===== src/rtl/fmint_tile_reader.sv =====
// fmint_tile_reader: walks a rows x cols sub-tile of the FMINT RAM and streams pixels over valid/ready
module fmint_tile_reader #(
    parameter int PX_W = 16,
    parameter int FMINT_N_ELEM = 4096,
    parameter int DIM_W = 8,
    localparam int AW = $clog2(FMINT_N_ELEM)
) (
    input  logic            clk,
    input  logic            rst_n,
    input  logic            start,
    input  logic [AW-1:0]   cfg_base,
    input  logic [DIM_W-1:0] cfg_rows,
    input  logic [DIM_W-1:0] cfg_cols,
    input  logic [AW-1:0]   cfg_stride,
    output logic [AW-1:0]   ram_addr,
    output logic            ram_write,
    output logic [PX_W-1:0] ram_data,
    input  logic [PX_W-1:0] ram_res,
    output logic [PX_W-1:0] out_data,
    output logic            out_valid,
    input  logic            out_ready,
    output logic            out_eol,
    output logic            out_last,
    output logic            busy,
    output logic            done
);
    typedef enum logic [1:0] {IDLE, ISSUE, DRAIN, DONE} state_t;
    state_t state_q, state_d;
    logic [AW-1:0] addr_q, addr_d, row_base_q, row_base_d, stride_q, stride_d;
    logic [DIM_W-1:0] r_q, r_d, c_q, c_d, rows_q, rows_d, cols_q, cols_d;
    logic a_v_q, a_v_d, r_v_q, r_v_d, r_eol_q, r_eol_d, r_last_q, r_last_d;
    logic [PX_W+1:0] fifo_q [2];
    logic [PX_W+1:0] fifo_d [2];
    logic wr_q, wr_d, rd_q, rd_d, busy_q, busy_d, done_q, done_d;
    logic [1:0] cnt_q, cnt_d, cnt_nx;
    logic pop, commit, a_eol, a_last;

    // The element held in ram_addr is re-read every cycle; it is committed (its data captured
    // next edge) only when the FIFO is sure to have room then, so stalls never lose data.
    always_comb begin
        state_d = state_q;
        addr_d = addr_q;
        row_base_d = row_base_q;
        stride_d = stride_q;
        r_d = r_q;
        c_d = c_q;
        rows_d = rows_q;
        cols_d = cols_q;
        a_v_d = a_v_q;
        fifo_d = fifo_q;
        wr_d = wr_q;
        rd_d = rd_q;
        pop = (cnt_q != 2'd0) && out_ready;
        cnt_nx = cnt_q + {1'b0, r_v_q} - {1'b0, pop};
        a_eol = c_q == cols_q - 1'b1;
        a_last = a_eol && (r_q == rows_q - 1'b1);
        commit = a_v_q && (cnt_nx < 2'd2);
        cnt_d = cnt_nx;
        r_v_d = commit;
        r_eol_d = commit ? a_eol : r_eol_q;
        r_last_d = commit ? a_last : r_last_q;
        if (r_v_q) begin
            fifo_d[wr_q] = {r_last_q, r_eol_q, ram_res};
            wr_d = ~wr_q;
        end
        if (pop)
            rd_d = ~rd_q;
        if (commit) begin
            if (a_last)
                a_v_d = 1'b0;
            else if (a_eol) begin
                r_d = r_q + 1'b1;
                c_d = '0;
                row_base_d = row_base_q + stride_q;
                addr_d = row_base_q + stride_q;
            end else begin
                c_d = c_q + 1'b1;
                addr_d = addr_q + 1'b1;
            end
        end
        case (state_q)
            IDLE: if (start) begin
                if (cfg_rows == '0 || cfg_cols == '0)
                    state_d = DONE;
                else begin
                    state_d = ISSUE;
                    rows_d = cfg_rows;
                    cols_d = cfg_cols;
                    stride_d = cfg_stride;
                    addr_d = cfg_base;
                    row_base_d = cfg_base;
                    r_d = '0;
                    c_d = '0;
                    a_v_d = 1'b1;
                end
            end
            ISSUE: state_d = (commit && a_last) ? DRAIN : ISSUE;
            DRAIN: state_d = (cnt_nx == 2'd0) ? DONE : DRAIN;
            default: state_d = IDLE;
        endcase
        busy_d = (state_d == ISSUE) || (state_d == DRAIN);
        done_d = state_d == DONE;
    end

    // State, address generator, read pipeline and output FIFO registers
    always_ff @(posedge clk or negedge rst_n) begin
        if (!rst_n) begin
            state_q <= IDLE;
            addr_q <= '0;
            row_base_q <= '0;
            stride_q <= '0;
            r_q <= '0;
            c_q <= '0;
            rows_q <= '0;
            cols_q <= '0;
            a_v_q <= 1'b0;
            r_v_q <= 1'b0;
            r_eol_q <= 1'b0;
            r_last_q <= 1'b0;
            fifo_q <= '{default: '0};
            wr_q <= 1'b0;
            rd_q <= 1'b0;
            cnt_q <= '0;
            busy_q <= 1'b0;
            done_q <= 1'b0;
        end else begin
            state_q <= state_d;
            addr_q <= addr_d;
            row_base_q <= row_base_d;
            stride_q <= stride_d;
            r_q <= r_d;
            c_q <= c_d;
            rows_q <= rows_d;
            cols_q <= cols_d;
            a_v_q <= a_v_d;
            r_v_q <= r_v_d;
            r_eol_q <= r_eol_d;
            r_last_q <= r_last_d;
            fifo_q <= fifo_d;
            wr_q <= wr_d;
            rd_q <= rd_d;
            cnt_q <= cnt_d;
            busy_q <= busy_d;
            done_q <= done_d;
        end
    end

    assign ram_addr = addr_q;
    assign ram_write = 1'b0;
    assign ram_data = '0;
    assign {out_last, out_eol, out_data} = fifo_q[rd_q];
    assign out_valid = cnt_q != 2'd0;
    assign busy = busy_q;
    assign done = done_q;
endmodule

===== config.mk =====
export PLATFORM = sky130hd
export DESIGN_NAME = fmint_tile_reader
export DESIGN_NICKNAME = d
export VERILOG_FILES = /design/src/rtl/fmint_tile_reader.sv
export SDC_FILE = /design/constraint.sdc
export NUM_CORES = 1
export LEC_CHECK = 0
export BUFFER_PORTS_ARGS = -buffer_cell sky130_fd_sc_hd__buf_4
export CAP_MARGIN = 30
export CELL_PAD_IN_SITES_DETAIL_PLACEMENT = 0
export CELL_PAD_IN_SITES_GLOBAL_PLACEMENT = 1
export CORE_MARGIN = 1
export CORE_UTILIZATION = 39
export DETAILED_ROUTE_END_ITERATION = 7
export PLACE_DENSITY_LB_ADDON = 0.1
export SYNTH_ARGS = -nofsm -noshare
export SYNTH_HDL_FRONTEND = slang
export SYNTH_SLANG_ARGS = --single-unit
export TNS_END_PERCENT = 10

===== constraint.sdc =====
create_clock -name clk -period 2.8 [get_ports clk]
set_input_delay 0.28 -clock clk [delete_from_list [all_inputs] [get_ports clk]]
set_output_delay 0.28 -clock clk [all_outputs]
set_load 0.02 [all_outputs]

==> flow_summary.yaml <==
cells_and_area:
  finalInstanceArea_sq_um: 8290
  instances_no_fill: 1019
  synthToLayoutAreaGrowth_pct: 31.5
  final_util: 0.524
  antenna_cells: 0
  drive_above_1_share: 0.344
  fin_nets: 870
placed_design:
  place_inst: 978
  place_area_sq_um: 7480
  gp_congestion: 0.826
  dp_hpwl_mm: 11.6
  preCtsSetupSlack_ns: -0.114
  portBuffers: 92
clock_network:
  clk_pin_slew_worst_paths_ns: 0.06
  worstSkewPairLatency_ns: 0.42
  cts_tree: "done"
  h-tree-depth: 4
  cts_num_sinks: 116
  numCtsBuffers: 17
  root_buffer: "clkbuf_16"
  clock_path_buffers: 2
pwr:
  clockPowerShare: 0.196
  leakage_nw: 3.85
  powerDensity_nw_per_um2: 1310
  combPwrFrac: 0.525
  swShare: 0.399
  p_int_mw: 6.55
  ir_drop_mv: 0.506
  switchingPower_mw: 4.34
  power.total_mw: 10.9
  seq_power_share: 0.279
detailed_routing:
  drc: 0
  dr.pass1.iters: 4
  drt_iter0_drc: 200
  vias_per_cell: 5.06
  vias: 5152
  ant_nets: 0
  wl_per_cell_um: 15.4
  routed_wl_mm: 15.7
timing:
  fin_crit_sh: 1.01
  setup_violations: 1
  period_needed_ns: 2.84
  worst_slew_pin_slew_ns: 0.848
  rsz0062_at_grt: "yes"
  drv_slew: 0
  maxSlewHeadroom: 0.435
  holdWs_ns: 0.0531
  hold_violations: 0
  skew_ns: 0.00962
  fin_ws_ns: -0.0414
  finalSetupTns_ns: -0.0414
  fmaxAchievable_mhz: 352
yosys:
  async_reset_ff_frac: 1.00
  synth_xor_xnor_area_share: 0.0500
  synth_fa_ha_area_frac: 0.0409
  synth_top_area_cell: "dfrtp_1"
  yosysWarnings: 0
  synth_cells: 650
  yosys.area_share.simple: 0.181
  avgSynthCellArea_sq_um: 9.70
  yosysTopAreaCellShare: 0.460
  synthTopCellsByCount: "116 x dfrtp_1, 116 x nand2_1, 54 x mux2_2, 45 x nor2_1, 37 x a21oi_1"
  synth_compound_area_frac: 0.111
  synth_top_family_by_area: "simple AND/OR/NAND/NOR gates"
  synth_cell_types: 65
  synth.area.mux_share: 0.106
  synth_area_leaders: "dfrtp_1 46%, mux2_2 9.6%, nand2_1 6.9%"
  syn-cell-area_sq_um: 6310
  yosysSeqAreaShare: 0.460
  synth-main-ff-cell: "dfrtp_1"
  ys_ff_latch: 116
  synth-edff-count: 0
setup_path:
  slowest_delay_ns: 0.48
  crit_buf_inv: 1
  critPathCaptureType: "flip-flop"
  cp_max_fo: 3
  arrival_ns: 3.14
  start_kind: "flip-flop"
  required_ns: 3.09
  critical-path-top-delay-family: "simple AND/OR/NAND/NOR gates"
  crit_slowest_cell: "or4_4"
  worstSetupPathType: "reg -> reg"
  crit_chain: "inv_2 -> ha_4 -> or3b_4 -> or4_4 -> a32oi_2 -> o211a_1 -> and3_4 -> nand2_4 -> mux2i_1 -> o21ai_1 -> ha_1"
global_routing:
  grt_max_degree: 57
  grt_first_pass_wirelength_mm: 25.9
  grt_pass1_vias: 5201
  grt_usage: 0.201
  gr-total-overflow: 0
  antenna_found_initial: 0
floorplan:
  fp.coreArea_sq_um: 15800
  die_w_um: 129
  ioPinCount: 110
  fp.dieH_um: 129
  num_rows: 46
  dieArea_sq_um: 16700
  initial_core_util: 0.398
flow_run:
  cap_violations: 0
worst_hold_path:
  hold_path_class: "in -> reg"
status:
  status: "finished, violations left"
  violations: "negative setup slack"
sequential cells by signal, indices dropped and copies added, names as in the netlist, 2 cells and up:
signal / flops
fifo_q: 36
ram_addr: 12
row_base_q: 12
stride_q: 12
c_q: 8
cols_q: 8
r_q: 8
rows_q: 8
cnt_q: 2
state_q: 2
cell type report:
cell class | count | area [sq um]
multi-input combinational | 487 | 3310
clock inverter | 14 | 155
inverter | 18 | 72.6
sequential | 116 | 2900
tap | 216 | 270
timing repair buffer | 150 | 1150
clock buffer | 18 | 429
fill | 1471 | 7540
final timing paths:
check                                         start                  endpoint  slack (ns)  cells past startpoint
setup / recovery              rows_q[0]$_DFFE_PN0P_            busy$_DFF_PN0_       -0.04                     11
hold / removal                        cfg_stride[5]   stride_q[5]$_DFFE_PN0P_        0.05                      3
setup reg to reg              rows_q[0]$_DFFE_PN0P_            busy$_DFF_PN0_       -0.04                     11
hold reg to reg            row_base_q[10]$_DFF_PN0_  row_base_q[10]$_DFF_PN0_        0.49                      2
max in group asynchronous                     rst_n    fifo_q[28]$_DFFE_PN0P_        1.57                      3
min in group asynchronous                     rst_n     cols_q[7]$_DFFE_PN0P_        0.47                      2
what timing repair did:
item | 4_1_cts | 5_1_grt
hold endpoints to repair | 54 | 0
buffers inserted | 5 | 3
resized for setup | 13 | 26
pin swaps | 12 | 14
hold buffers | 1 | 0
setup endpoints to repair | 6 | 40
worst min-delay path, cell delays in order:
cell and delay (ns):
buf_4 0.07, nand2_1 0.04, nand2_1 0.04
cells in the final DEF, fill, tap and decap left out, drive strengths merged, types with 6 or more instances in the layout:
| cell | count |
|---|---|
| conb | 17 |
| nor2 | 45 |
| xnor2 | 19 |
| xor2 | 17 |
| clkbuf | 18 |
| nand3 | 13 |
| a211oi | 7 |
| nor3b | 6 |
| nand4 | 12 |
| a21oi | 37 |
| mux2 | 54 |
| mux2i | 6 |
| nor4 | 6 |
| inv | 20 |
| nor3 | 16 |
| ha | 19 |
| clkinv | 8 |
| o21ai | 22 |
| dfrtp | 116 |
| buf | 149 |
| nand2 | 116 |
routing by layer:
layer  routed length (um)  track usage
met1                 7120        0.251
met2                 7790        0.347
met3                  604       0.0458
met4                  145       0.0554
met5                    0            0
logic make-up after synthesis:
kind of cell               count (synthesis)
muxes                                     60
xor gates and xnor gates                  36
buffers and inverters                     63
and+or+nand+nor                          246
adders and majority gates                 20
DFF                                      116
other                                      1
AOI/OAI and AO/OA                        108
power groups by stage:
stage / Clock [mW] / Combinational, mW / Sequential (mW)
after global routing: 2.25 / 6.30 / 3.15
after CTS: 2.18 / 5.56 / 3.03
after floorplan: 0 / 3.55 / 2.93
final: 2.13 / 5.72 / 3.04
after global placement: 0 / 5.32 / 3.01
after detailed placement: 0 / 5.40 / 3.04
Power figures use the tool's default switching activity.
